--- src/rtl/filter_sync_launcher.sv ---
// filter_sync_launcher
//   Source-domain (clk_a) launcher for the bus filter synchronizer. Accepts
//   bus updates through a valid/ready handshake and drives them onto a
//   registered bus. Each launched value is held for at least HOLD_CYCLES
//   clk_a cycles, so the clk_b-side filter always sees two equal consecutive
//   samples. Updates that arrive during a hold window are coalesced into a
//   one-entry pending register.
//
// Parameters
//   NUMBER_OF_BITS : bus width
//   HOLD_CYCLES    : minimum clk_a cycles each bus_out value is stable (2..255)
//   OVERWRITE      : 1 = newer update replaces the pending one and in_ready
//                    stays high; 0 = in_ready drops while pending is full
//   DROP_W         : width of the saturating drop counter
//
// Ports
//   clk_a    in   domain a clock
//   rstb_a   in   asynchronous active-low reset
//   in_valid in   update request
//   in_data  in   update value
//   in_ready out  update accepted when in_valid & in_ready at posedge clk_a
//   bus_out  out  registered bus to the synchronizer
//   launch   out  one-cycle pulse in the cycle after bus_out changes
//   busy     out  high while holding a launched value
//   drop_cnt out  saturating count of pending values discarded by overwrite
module filter_sync_launcher #(
  parameter int unsigned NUMBER_OF_BITS = 4,
  parameter int unsigned HOLD_CYCLES    = 8,
  parameter int unsigned OVERWRITE      = 1,
  parameter int unsigned DROP_W         = 8
) (
  input  logic                      clk_a,
  input  logic                      rstb_a,
  input  logic                      in_valid,
  input  logic [NUMBER_OF_BITS-1:0] in_data,
  output logic                      in_ready,
  output logic [NUMBER_OF_BITS-1:0] bus_out,
  output logic                      launch,
  output logic                      busy,
  output logic [DROP_W-1:0]         drop_cnt
);

  typedef enum logic {
    IDLE,
    HOLD
  } state_t;

  localparam logic [7:0] HOLD_RELOAD = 8'(HOLD_CYCLES - 1);

  state_t                    state, state_n;
  logic [7:0]                hold_cnt, hold_cnt_n;
  logic                      pend_valid, pend_valid_n;
  logic [NUMBER_OF_BITS-1:0] pend_data, pend_data_n;
  logic [NUMBER_OF_BITS-1:0] bus_n;
  logic                      launch_n;
  logic [DROP_W-1:0]         drop_n;
  logic                      accept;
  logic                      cand_valid;
  logic [NUMBER_OF_BITS-1:0] cand_data;

  always_comb begin
    in_ready = 1'b1;
    if (state == HOLD && OVERWRITE == 0) begin
      in_ready = ~pend_valid;
    end
  end

  assign accept = in_valid & in_ready;
  assign busy   = (state == HOLD);

  always_ff @(posedge clk_a or negedge rstb_a) begin
    if (!rstb_a) begin
      state      <= IDLE;
      hold_cnt   <= '0;
      pend_valid <= 1'b0;
      pend_data  <= '0;
      bus_out    <= '0;
      launch     <= 1'b0;
      drop_cnt   <= '0;
    end else begin
      state      <= state_n;
      hold_cnt   <= hold_cnt_n;
      pend_valid <= pend_valid_n;
      pend_data  <= pend_data_n;
      bus_out    <= bus_n;
      launch     <= launch_n;
      drop_cnt   <= drop_n;
    end
  end

  always_comb begin
    state_n      = state;
    hold_cnt_n   = hold_cnt;
    pend_valid_n = pend_valid;
    pend_data_n  = pend_data;
    bus_n        = bus_out;
    launch_n     = 1'b0;
    drop_n       = drop_cnt;
    cand_valid   = 1'b0;
    cand_data    = pend_data;

    unique case (state)
      IDLE: begin
        if (accept && in_data != bus_out) begin
          bus_n      = in_data;
          hold_cnt_n = HOLD_RELOAD;
          launch_n   = 1'b1;
          state_n    = HOLD;
        end
      end

      HOLD: begin
        if (hold_cnt != 8'd0) begin
          hold_cnt_n = hold_cnt - 8'd1;
          if (accept) begin
            pend_data_n  = in_data;
            pend_valid_n = 1'b1;
            if (pend_valid && drop_cnt != '1) begin
              drop_n = drop_cnt + DROP_W'(1);
            end
          end
        end else begin
          // Terminal edge: a same-edge accept wins over the pending entry,
          // which then counts as dropped.
          if (accept) begin
            cand_valid = 1'b1;
            cand_data  = in_data;
            if (pend_valid && drop_cnt != '1) begin
              drop_n = drop_cnt + DROP_W'(1);
            end
          end else if (pend_valid) begin
            cand_valid = 1'b1;
            cand_data  = pend_data;
          end
          pend_valid_n = 1'b0;
          if (cand_valid && cand_data != bus_out) begin
            bus_n      = cand_data;
            hold_cnt_n = HOLD_RELOAD;
            launch_n   = 1'b1;
          end else begin
            state_n = IDLE;
          end
        end
      end

      default: state_n = IDLE;
    endcase
  end

endmodule

--- config.mk ---
export PLATFORM = sky130hd
export DESIGN_NAME = filter_sync_launcher
export DESIGN_NICKNAME = d
export VERILOG_FILES = /design/src/rtl/filter_sync_launcher.sv
export SDC_FILE = /design/constraint.sdc
export NUM_CORES = 1
export LEC_CHECK = 0
export BUFFER_PORTS_ARGS = -buffer_cell sky130_fd_sc_hd__buf_2
export CAP_MARGIN = 0
export CORE_MARGIN = 8
export CORE_UTILIZATION = 45
export CTS_CLUSTER_DIAMETER = 150
export DETAILED_ROUTE_END_ITERATION = 8
export GPL_ROUTABILITY_DRIVEN = 0
export PLACE_DENSITY_LB_ADDON = 0.05
export SLEW_MARGIN = 10
export SYNTH_ARGS = -nofsm -noshare
export SYNTH_HDL_FRONTEND = slang
export SYNTH_SLANG_ARGS = --single-unit
--- constraint.sdc ---
create_clock -name clk_a -period 2.49 [get_ports clk_a]
set_input_delay 0.1245 -clock clk_a [delete_from_list [all_inputs] [get_ports clk_a]]
set_output_delay 0.1245 -clock clk_a [all_outputs]
set_load 0.005 [all_outputs]
After elaboration in Yosys (flattened, before gate mapping)

Index checks and enable logic that the tools add are counted.

Multipliers: 0
$add $sub $neg: 2
Shift-type cells: 0
Mux-type cells: 23
Order comparisons: 0
Divide/modulo/power cells: 0
Bitwise logic cells: 1
Equal/unequal tests: 8
Reductions and logical operators: 9

Operator list:

| operator                                              | number |
|---|---|
| two-way mux 4 bit                                     | 6 |
| two-way mux 8 bit                                     | 3 |
| case mux 8 bit (2 select lines)                       | 1 |
| two-way mux 1 bit                                     | 10 |
| adder 8 x 1 -> 8 bit, second input constant           | 1 |
| inequality test 4 bit                                 | 2 |
| inequality test 8 bit, second input constant          | 1 |
| case mux 4 bit (2 select lines)                       | 1 |
| nonzero test 8 bit                                    | 1 |
| subtractor 8 x 1 -> 8 bit, second input constant      | 1 |
| inequality test 2 bit, second input constant          | 3 |
| AND reduction 2 bit                                   | 3 |
| AND reduction 3 bit                                   | 2 |
| case mux 1 bit (2 select lines)                       | 2 |
| logical AND 1 bit                                     | 3 |
| inequality test 3 x 1 -> 1 bit, second input constant | 1 |
| inequality test 2 x 1 -> 1 bit, second input constant | 1 |
| inverter 1 bit                                        | 1 |

Latch bits: 0
Flip-flop bits (word level): 27
ROM bits: 0
RAM bits: 0
Output and inout port bits: 15
Input port bits: 7
Memories: 0

Longest topological paths before layout

Gate-level depths: netlist of run 1.

Word-level depth: 8
Mapped depth: 8
Gate-level depth less buffers: 7

Least setup slack after synthesis of run 1

Ideal clock, no wire load.

Path type: register to register
Start: register hold_cnt[0]
End: register pend_data[0]
Cell stages (with the launch flop): 9
Library setup time: 125 ps
Setup slack: 583 ps
Clock period less this slack: 1,907 ps
Arrival: 1,783 ps
Required time: 2,365 ps
Buffers on the path: 1
Path through: dfrtp_1 inv_1 ha_1 or3b_1 clkbuf_1 o21ai_4 inv_1 nand2_2 mux2_2

Word-level cells in the longest chain between the ends: 2

Ends and longest elaborated chain:

| item                          | RTL line | text |
|---|---|---|
| start: declaration            | 51       | `logic [7:0] hold_cnt, hold_cnt_n;` |
| start signal: assignment      | 82       | `hold_cnt <= hold_cnt_n;` |
| nonzero test 8 bit            | 113      | `if (hold_cnt != 8'd0) begin` |
| AND reduction 2 bit (no line) | --       |  |
| end signal: assignment        | 84       | `pend_data <= pend_data_n;` |
| end: declaration              | 53       | `logic [NUMBER_OF_BITS-1:0] pend_data, pend_data_n;` |

Every way passes these cells.
A chain may end at the register's enable or synchronous reset.

Worst setup path after layout of run 1

Start: register hold_cnt[0]
End: register pend_data[2]

Same word-level chain as after synthesis.

==> results of run 1 <==
-- synthesized netlist by cell type (2+ instances only) --
cell	number	area, um2
dfrtp_1	27	676
xor2_1	11	96.3
mux2_2	10	113
nor2_1	9	33.8
o21ai_0	8	40.0
inv_1	6	22.5
a21oi_1	4	20.0
mux2_1	4	45.0
mux2i_1	4	40.0
nand3_1	4	20.0
nand4_1	4	25.0
xnor2_1	4	35.0
nand2_1	3	11.3
ha_1	2	25.0
nand2b_1	2	12.5
nor3_1	2	10.0
or3_1	2	12.5
-- metrics by stage --
step,hold WS [ns],area [um2]
2_1_floorplan,-0.171,1430
3_3_place_gp,0.165,1560
3_5_place_dp,0.168,1560
4_1_cts,0.0691,1600
5_1_grt,0.0696,1600
6_report,0.0873,1600
-- final timing paths --
| kind | slack [ns] | from | to | cells past startpoint |
|---|---|---|---|---|
| min | 0.09 | in_data[1] | pend_data[1]$_DFFE_PN0P_ | 2 |
| max | 0.44 | hold_cnt[0]$_DFFE_PN0P_ | pend_data[2]$_DFFE_PN0P_ | 7 |
| max reg2reg | 0.44 | hold_cnt[0]$_DFFE_PN0P_ | pend_data[2]$_DFFE_PN0P_ | 7 |
| min in group asynchronous | 0.32 | rstb_a | launch$_DFF_PN0_ | 2 |
| max in group asynchronous | 1.78 | rstb_a | pend_data[2]$_DFFE_PN0P_ | 2 |
| min reg2reg | 0.51 | drop_cnt[6]$_DFFE_PN0P_ | drop_cnt[6]$_DFFE_PN0P_ | 1 |
-- flip-flops by register name, indices dropped and copies added, names as in the netlist --
signal / flops
drop_cnt: 8
bus_out: 4
pend_data: 4
busy: 1
hold_cnt: 8
pend_valid: 1
launch: 1
-- routing by layer --
| metal | up-vias | track usage [%] | part of all wire [%] |
|---|---|---|---|
| li1 | 496 | - | - |
| met1 | 501 | 13.5 | 46 |
| met2 | 19 | 20.2 | 50 |
| met3 | 2 | 2.34 | 2.9 |
| met4 | 0 | 3.63 | 0.56 |
| met5 | - | 0 | 0 |
-- where the power goes --
group          switching (W)  internal, W  leakage (nW)
Clock               0.000127    0.0000613        0.0139
Sequential         0.0000687     0.000500         0.322
Combinational      0.0000964     0.000117         0.402
-- cells by family after synthesis --
family	synth area share, %
AND/OR/NAND/NOR	13.1
flip-flops	47.3
AO/OA/AOI/OAI	11.0
multiplexers	13.8
XOR/XNOR	9.20
buffers and inverters	3.51
adder cells (fa/ha/maj)	1.75
other	0.263
-- placed cells by master, fill, tap and decap left out, types with 6 or more instances in the layout --
master / Yosys / final
nor2_1: 9 / 9
buf_2: 1 / 20
inv_1: 6 / 6
o21ai_0: 8 / 8
xor2_1: 11 / 11
dfrtp_1: 27 / 27
mux2_2: 10 / 10
-- area by class of cell --
type / instances / area (um2)
inverter: 6 / 22.5
tap: 44 / 55.1
sequential: 27 / 676
multi-input combinational: 91 / 702
fill: 304 / 1430
timing repair buffer: 21 / 110
clock buffer: 3 / 22.5
clock inverter: 1 / 7.51
-- critical path: cells and delay by family, from the launching register on --
family          cells  cell delay [ns]
flops               1             0.42
compound gates      1             0.24
buf+inv             2             0.14
mux                 1             0.34
simple gates        2             0.63
fa+ha+maj           1             0.18
-- timing repair --
action	4_1_cts	5_1_grt
setup endpoints to repair	0	0
hold endpoints to repair	27	0
setup buffers	0	0
hold buffers	1	0
==> flow_summary.json, run 1 <==
{
  "status": "complete, no violations",
  "drcViolationCount": 0,
  "antenna_cells": 0,
  "yosys_warnings": 0,
  "die_y_um": 72.3,
  "critPathMaxStageDelay_ns": 0.52,
  "antenna_found_initial": 0,
  "ant_nets": 0,
  "drt_iter0_markers": 51,
  "cts_resized": 0,
  "final_hold_viol_count": 0,
  "leakagePower_nw": 0.738,
  "final.period_utilization_pct": 82.2,
  "ys.flop_type": "dfrtp_1",
  "ctsRootBufferMaster": "clkbuf_4",
  "via_count": 1018,
  "cts_buffer_depth": 2,
  "dieArea_mm2": 0.00523,
  "grt_pass1_wl_um": 4820,
  "cts_tree": "done",
  "synth_area_mm2": 0.00143,
  "hpwl_um": 2060,
  "final_util_pct": 52.7,
  "via_per_inst": 5.27,
  "grt_max_degree": 28,
  "fmax_ghz": 0.488,
  "slew_violations": 0,
  "finalWirelength_um": 2690,
  "postSynthAreaPerCell_um2": 11.2,
  "cpMostUsedCell": "inv_1",
  "worstHoldPathType": "primary input to flop",
  "core_mm2": 0.00303,
  "wl_per_cell_um": 13.9,
  "final_cells": 193,
  "finalClockSkew_ns": 0.0104,
  "crit_arrival_ns": 2.26,
  "total_power_w": 0.000970,
  "criticalPathCategory": "flop to flop",
  "ctsHtreeMaxLevel": 1,
  "dr.pass1.iters": 4,
  "finalWorstSetupSlack_ns": 0.442,
  "relSlewSlack_pct": 60.2,
  "ir_drop_v": 0.000418,
  "fin_nets": 159,
  "synth_nets": 137,
  "cts_made_buffers": 3,
  "num_rows": 20,
  "maxCapViolCount": 0,
  "worstPathRequired_ns": 2.71,
  "rsz0062_at_grt": "no",
  "slowest_stage": "or3b_1",
  "path_max_fanout": 7,
  "dp.cells": 188,
  "place_ws_ns": 0.482,
  "layout-drive-gt1-share_pct": 26.2,
  "start_util_pct": 47.1,
  "setup_viol": 0,
  "clk_pin_slew_ns": 0.15,
  "ioPinCount": 22,
  "final.setup.tns_ns": 0,
  "area_growth_pct": 11.7,
  "synth_edf_count": 0,
  "start_kind": "flop",
  "chipWidth_um": 72.3,
  "ys_types": 39,
  "grt-ovfl-total": 0,
  "grt_pass1_vias": 1074,
  "min_period_ns": 2.05,
  "synth-seq-area-share_pct": 47.3,
  "clock_sinks": 27,
  "synth_seq_cells": 27,
  "p_per_area_mw_per_mm2": 608,
  "crit_chain": "inv_1, ha_1, or3b_1, o21ai_4, inv_1, nand2_2, mux2_2",
  "clk_latency_ns": 0.32,
  "endpoint_kind": "flop",
  "grtUsageTotal_pct": 11.5,
  "synth_cells": 128,
  "io_buffers": 20,
  "async_flop_share_pct": 100,
  "worst_pin_slew_ns": 0.597
}
No activity file was read; power rests on OpenSTA's default activity.
==> run 2, diff against run 1 <==
==> constraint.sdc (replaced) <==
create_clock -name clk_a -period 2 [get_ports clk_a]
set_input_delay 0.1 -clock clk_a [delete_from_list [all_inputs] [get_ports clk_a]]
set_output_delay 0.1 -clock clk_a [all_outputs]
set_load 0.005 [all_outputs]
==> flow_summary.json, run 2 (same netlist as run 1, synthesis figures left out) <==
{
  "hpwl_um": 2040,
  "dp.cells": 193,
  "reg_top3": "drop_cnt (8), hold_cnt (8)",
  "final.period_utilization_pct": 95.9,
  "final_common_cell": "dfrtp_1",
  "grtUsageTotal_pct": 10.7,
  "min_from": "in_data[1]",
  "fmax_ghz": 0.521,
  "final_cells": 201,
  "ctsRootBufferMaster": "clkbuf_4",
  "layout_common_cells": "dfrtp_1 (27), buf_2 (20), xor2_1 (11), mux2_2 (10), nor2_1 (9)",
  "start_util_pct": 47.1,
  "finalClockSkew_ns": 0.00355,
  "grt_pass1_vias": 1018,
  "num_rows": 20,
  "r2r_start": "hold_cnt[0]$_DFFE_PN0P_",
  "cts_made_buffers": 3,
  "wl_per_cell_um": 13.9,
  "ctsHtreeMaxLevel": 1,
  "worstPathRequired_ns": 2.23,
  "core_mm2": 0.00303,
  "status": "complete, no violations",
  "ioPinCount": 22,
  "ir_drop_v": 0.000439,
  "fill_cells": 282,
  "worstHoldPathType": "primary input to flop",
  "clk_pin_slew_ns": 0.16,
  "chipWidth_um": 72.3,
  "setup_viol": 0,
  "total_power_w": 0.00123,
  "rr_worst_depth": 6,
  "crit_arrival_ns": 2.15,
  "layout-drive-gt1-share_pct": 31.2,
  "leakagePower_nw": 0.779,
  "start_kind": "flop",
  "antenna_found_initial": 0,
  "regToRegSetupSlack_ns": 0.08,
  "via_count": 1041,
  "endpoint_kind": "flop",
  "via_per_inst": 5.18,
  "fin_nets": 167,
  "final_hold_viol_count": 0,
  "criticalPathCategory": "flop to flop",
  "min_period_ns": 1.92,
  "antenna_cells": 0,
  "whs_endpoint": "pend_data[1]$_DFFE_PN0P_",
  "drcViolationCount": 0,
  "clk_latency_ns": 0.33,
  "path_max_fanout": 4,
  "worst_pin_slew_ns": 0.597,
  "dieArea_mm2": 0.00523,
  "multi_input_area_um2": 714,
  "worstSetupStartpoint": "hold_cnt[0]$_DFFE_PN0P_",
  "grt_max_degree": 28,
  "slew_violations": 0,
  "p_per_area_mw_per_mm2": 735,
  "holdPathStages": 2,
  "io_buffers": 20,
  "dr.pass1.iters": 4,
  "finalWirelength_um": 2800,
  "die_y_um": 72.3,
  "clock_sinks": 27,
  "ant_nets": 0,
  "cts_buffer_depth": 2,
  "maxCapViolCount": 0,
  "register_area_um2": 676,
  "area_growth_pct": 16.8,
  "cts_tree": "done",
  "drt_iter0_markers": 58,
  "grt-ovfl-total": 0,
  "final.setup.tns_ns": 0,
  "relSlewSlack_pct": 60.2,
  "grt_pass1_wl_um": 4570,
  "reg2reg_to": "hold_cnt[0]$_DFFE_PN0P_"
}
==> run 2: routing by layer <==
metal  share of wire, %  GRT usage (%)  routed length [um]
met1                 46           13.2                1300
met2                 51           18.3                1420
met3                2.2           1.93                  61
met4               0.68           3.85                  19
met5                  0              0                   0
==> run 2: how the worst max path moves through the flow <==
| stage | endpoint | slack [ns] | depth (start not counted) |
|---|---|---|---|
| 2_1_floorplan | pend_data[0]$_DFFE_PN0P_ | 0.09 | 8 |
| 3_3_place_gp | pend_data[2]$_DFFE_PN0P_ | 0.10 | 7 |
| 3_5_place_dp | pend_data[2]$_DFFE_PN0P_ | 0.08 | 7 |
| 4_1_cts | pend_data[3]$_DFFE_PN0P_ | 0.05 | 7 |
| 5_1_grt | hold_cnt[0]$_DFFE_PN0P_ | -0.02 | 6 |
| 6_report | hold_cnt[0]$_DFFE_PN0P_ | 0.08 | 6 |
==> run 2: metrics by stage <==
| step | instance area, um2 | util, % | setup WS (ns) | hold slack, ns |
|---|---|---|---|---|
| 2_1_floorplan | 1430 | - | 0.0928 | -0.196 |
| 3_3_place_gp | 1590 | 52.6 | 0.102 | 0.139 |
| 3_5_place_dp | 1590 | 52.6 | 0.0849 | 0.149 |
| 4_1_cts | 1630 | 53.9 | 0.0456 | 0.0361 |
| 5_1_grt | 1670 | 55.1 | -0.0230 | 0.0358 |
| 6_report | 1670 | 55.1 | 0.0815 | 0.0407 |
==> run 2: cell type report <==
cell class              count  area share, %
clock buffers               3           1.35
inverters                   6           1.35
repair buffers             29           10.2
well taps                  44           3.30
flip-flops and latches     27           40.5
multi-input cells          91           42.8
clock inverters             1          0.450
==> run 2: power by group <==
group | switching [W] | internal, W | leakage (nW)
clock network | 0.000172 | 0.0000765 | 0.0139
logic | 0.000121 | 0.000148 | 0.443
registers | 0.0000863 | 0.000622 | 0.322
total | 0.000379 | 0.000847 | 0.779
==> run 2: repair_timing <==
action | CTS | global route
buffers inserted | 0 | 4
endpoints found under the setup margin | 0 | 11
hold buffers | 1 | 0
resized for setup | 0 | 3
hold endpoints to repair | 27 | 0
==> run 2: critical path, cell delays in order, from the launching register on <==
cell and delay [ns]:
dfrtp_1 0.41, inv_1 0.06, ha_2 0.18, or3b_4 0.43, nor3_4 0.27, a21oi_1 0.18, mux2_2 0.29
==> run 3, diff against run 2 <==
--- a/config.mk
+++ b/config.mk
@@ -5,8 +5,9 @@
 export SDC_FILE = /design/constraint.sdc
 export NUM_CORES = 1
 export LEC_CHECK = 0
+export ABC_AREA = 1
 export BUFFER_PORTS_ARGS = -buffer_cell sky130_fd_sc_hd__buf_2
-export CAP_MARGIN = 0
+export CAP_MARGIN = 25
 export CORE_MARGIN = 8
 export CORE_UTILIZATION = 45
 export CTS_CLUSTER_DIAMETER = 150
==> flow_summary.json, run 3 <==
{
  "layout-drive-gt1-share_pct": 20.5,
  "netlist_top_cells_count": "nand2_1 (73), dfrtp_1 (27), inv_1 (21)",
  "grtUsageTotal_pct": 12.8,
  "area_growth_pct": 10.6,
  "start_kind": "flop",
  "ir_drop_v": 0.000354,
  "synth_area_mm2": 0.00159,
  "use_met2_pct": 20.9,
  "yosysTopAreaCell": "dfrtp_1",
  "clk_pin_slew_ns": 0.15,
  "reg_top3": "drop_cnt (8), hold_cnt (8)",
  "crit_arrival_ns": 1.96,
  "holdPathStages": 5,
  "clock_sinks": 27,
  "wl_per_cell_um": 12.0,
  "die_y_um": 75.4,
  "grt_pass1_wl_um": 5660,
  "chipWidth_um": 75.4,
  "netlist_top_cells_area": "dfrtp_1 (43%), nand2_1 (17%), nand3_1 (5.7%), inv_1 (5.0%), xnor2_1 (4.4%)",
  "cts_made_buffers": 3,
  "final.period_utilization_pct": 86.7,
  "grtUsageMet3_pct": 2.37,
  "endpoint_kind": "flop",
  "criticalPathCategory": "flop to flop",
  "worstPathRequired_ns": 2.22,
  "ctsRootBufferMaster": "clkbuf_4",
  "synth-seq-area-share_pct": 42.6,
  "drt_iter0_markers": 32,
  "via_per_inst": 4.76,
  "clk_latency_ns": 0.32,
  "synth_nets": 211,
  "top_usage_layer": "met2",
  "p_per_area_mw_per_mm2": 699,
  "ant_nets": 0,
  "maxCapViolCount": 0,
  "antenna_found_initial": 0,
  "antenna_cells": 0,
  "drcViolationCount": 0,
  "grt_max_degree": 28,
  "yosys_warnings": 0,
  "min_from": "in_data[3]",
  "leakagePower_nw": 0.928,
  "regToRegSetupSlack_ns": 0.27,
  "status": "complete, no violations",
  "cts_tree": "done",
  "grt_pass1_vias": 1280,
  "num_rows": 21,
  "io_buffers": 20,
  "synth_top_area_share_pct": 42.6,
  "use_met1_pct": 16.2,
  "start_util_pct": 47.2,
  "slew_violations": 0,
  "grt-ovfl-total": 0,
  "ioPinCount": 22,
  "via_count": 1286,
  "post_cts_buffers": 0,
  "relSlewSlack_pct": 58.8,
  "hold_buffers": 1,
  "rsz0062_at_grt": "no",
  "final_common_cell": "nand2_1",
  "final_hold_viol_count": 0,
  "ys.flop_type": "dfrtp_1",
  "rr_worst_depth": 6,
  "synth.most_common_cell": "nand2_1",
  "core_mm2": 0.00336,
  "finalClockSkew_ns": 0.00716,
  "reg2reg_to": "pend_data[1]$_DFFE_PN0P_",
  "synth_seq_cells": 27,
  "finalWorstSetupSlack_ns": 0.267,
  "dr.pass1.iters": 4,
  "cts_buffer_depth": 2,
  "finalWirelength_um": 3230,
  "fin_nets": 234,
  "async_flop_share_pct": 100,
  "layout_common_cells": "nand2_1 (73), dfrtp_1 (27), inv_1 (21), buf_2 (20), nand3_1 (18)",
  "ctsHtreeMaxLevel": 1,
  "r2r_start": "hold_cnt[0]$_DFFE_PN0P_",
  "worst_pin_slew_ns": 0.618,
  "cts_resized": 0,
  "path_max_fanout": 6,
  "dieArea_mm2": 0.00569,
  "synth_cells": 202,
  "postSynthAreaPerCell_um2": 7.86,
  "fmax_ghz": 0.577,
  "synth_edf_count": 0,
  "hpwl_um": 2510,
  "place_ws_ns": 0.295,
  "final_util_pct": 52.2,
  "worstHoldPathType": "primary input to flop",
  "ys_types": 25,
  "whs_endpoint": "bus_out[3]$_DFFE_PN0P_",
  "final.setup.tns_ns": 0,
  "setup_viol": 0,
  "min_period_ns": 1.73,
  "total_power_w": 0.00123
}
==> run 3: cell types whose count changed in the layout (fill, tap and decap cells not counted), sizes merged, moves of 5 or more <==
| cell | change |
|---|---|
| nand3 | +16 |
| buf | -7 |
| inv | +17 |
| o21ai | -5 |
| mux2 | -11 |
| nand2 | +80 |
==> run 3: worst max path at each step <==
stage                                  startpoint                  endpoint  slack, ns  depth (start not counted)
after floorplan           hold_cnt[0]$_DFFE_PN0P_  pend_data[2]$_DFFE_PN0P_       0.46                          7
after global placement    hold_cnt[0]$_DFFE_PN0P_   hold_cnt[0]$_DFFE_PN0P_       0.37                          9
after detailed placement  hold_cnt[0]$_DFFE_PN0P_  pend_data[1]$_DFFE_PN0P_       0.29                          6
after CTS                 hold_cnt[0]$_DFFE_PN0P_  pend_data[1]$_DFFE_PN0P_       0.27                          6
after global routing      hold_cnt[0]$_DFFE_PN0P_    bus_out[2]$_DFFE_PN0P_       0.14                          8
final                     hold_cnt[0]$_DFFE_PN0P_  pend_data[1]$_DFFE_PN0P_       0.27                          6
==> run 3: cell type report <==
type / count / area (um2)
fillers: 367 / 1610
multi-input cells: 148 / 786
flip-flops and latches: 27 / 676
repair buffers: 22 / 118
inverters: 23 / 91.3
well taps: 46 / 57.6
clock buffers: 3 / 22.5
clock inverters: 1 / 5.00
==> run 3: critical path, cell delays in order, from the launching register on <==
cell,delay (ns)
dfrtp_1,0.40
inv_1,0.08
ha_1,0.24
nand3_2,0.14
nor2_1,0.06
nor2_1,0.33
mux2_2,0.38
==> run 3: report_power, final <==
part | internal [W] | switching (W)
logic | 0.000139 | 0.000150
clock network | 0.0000750 | 0.000161
registers | 0.000621 | 0.0000810
total | 0.000835 | 0.000392
==> run 3: metal layers <==
layer	part of all wire [%]	vias to the layer above
met2	48	15
met1	49	603
li1	-	666
met4	0.71	0
met3	2.4	2
met5	0	-
==> run 3: logic make-up after synthesis <==
family	share of synthesized area, %
AOI/OAI and AO/OA	1.58
xor gates and xnor gates	8.83
adders and majority gates	1.58
buffers and inverters	7.96
DFF	42.6
muxes	2.13
other	0.236
and+or+nand+nor	35.1
==> run 3: stage by stage <==
stage	cell area [um2]	hold WS, ns	std cells
2_1_floorplan	1590	-0.196	202
3_3_place_gp	1720	0.149	265
3_5_place_dp	1720	0.159	265
4_1_cts	1760	0.103	270
5_1_grt	1760	0.139	270
6_report	1760	0.123	270
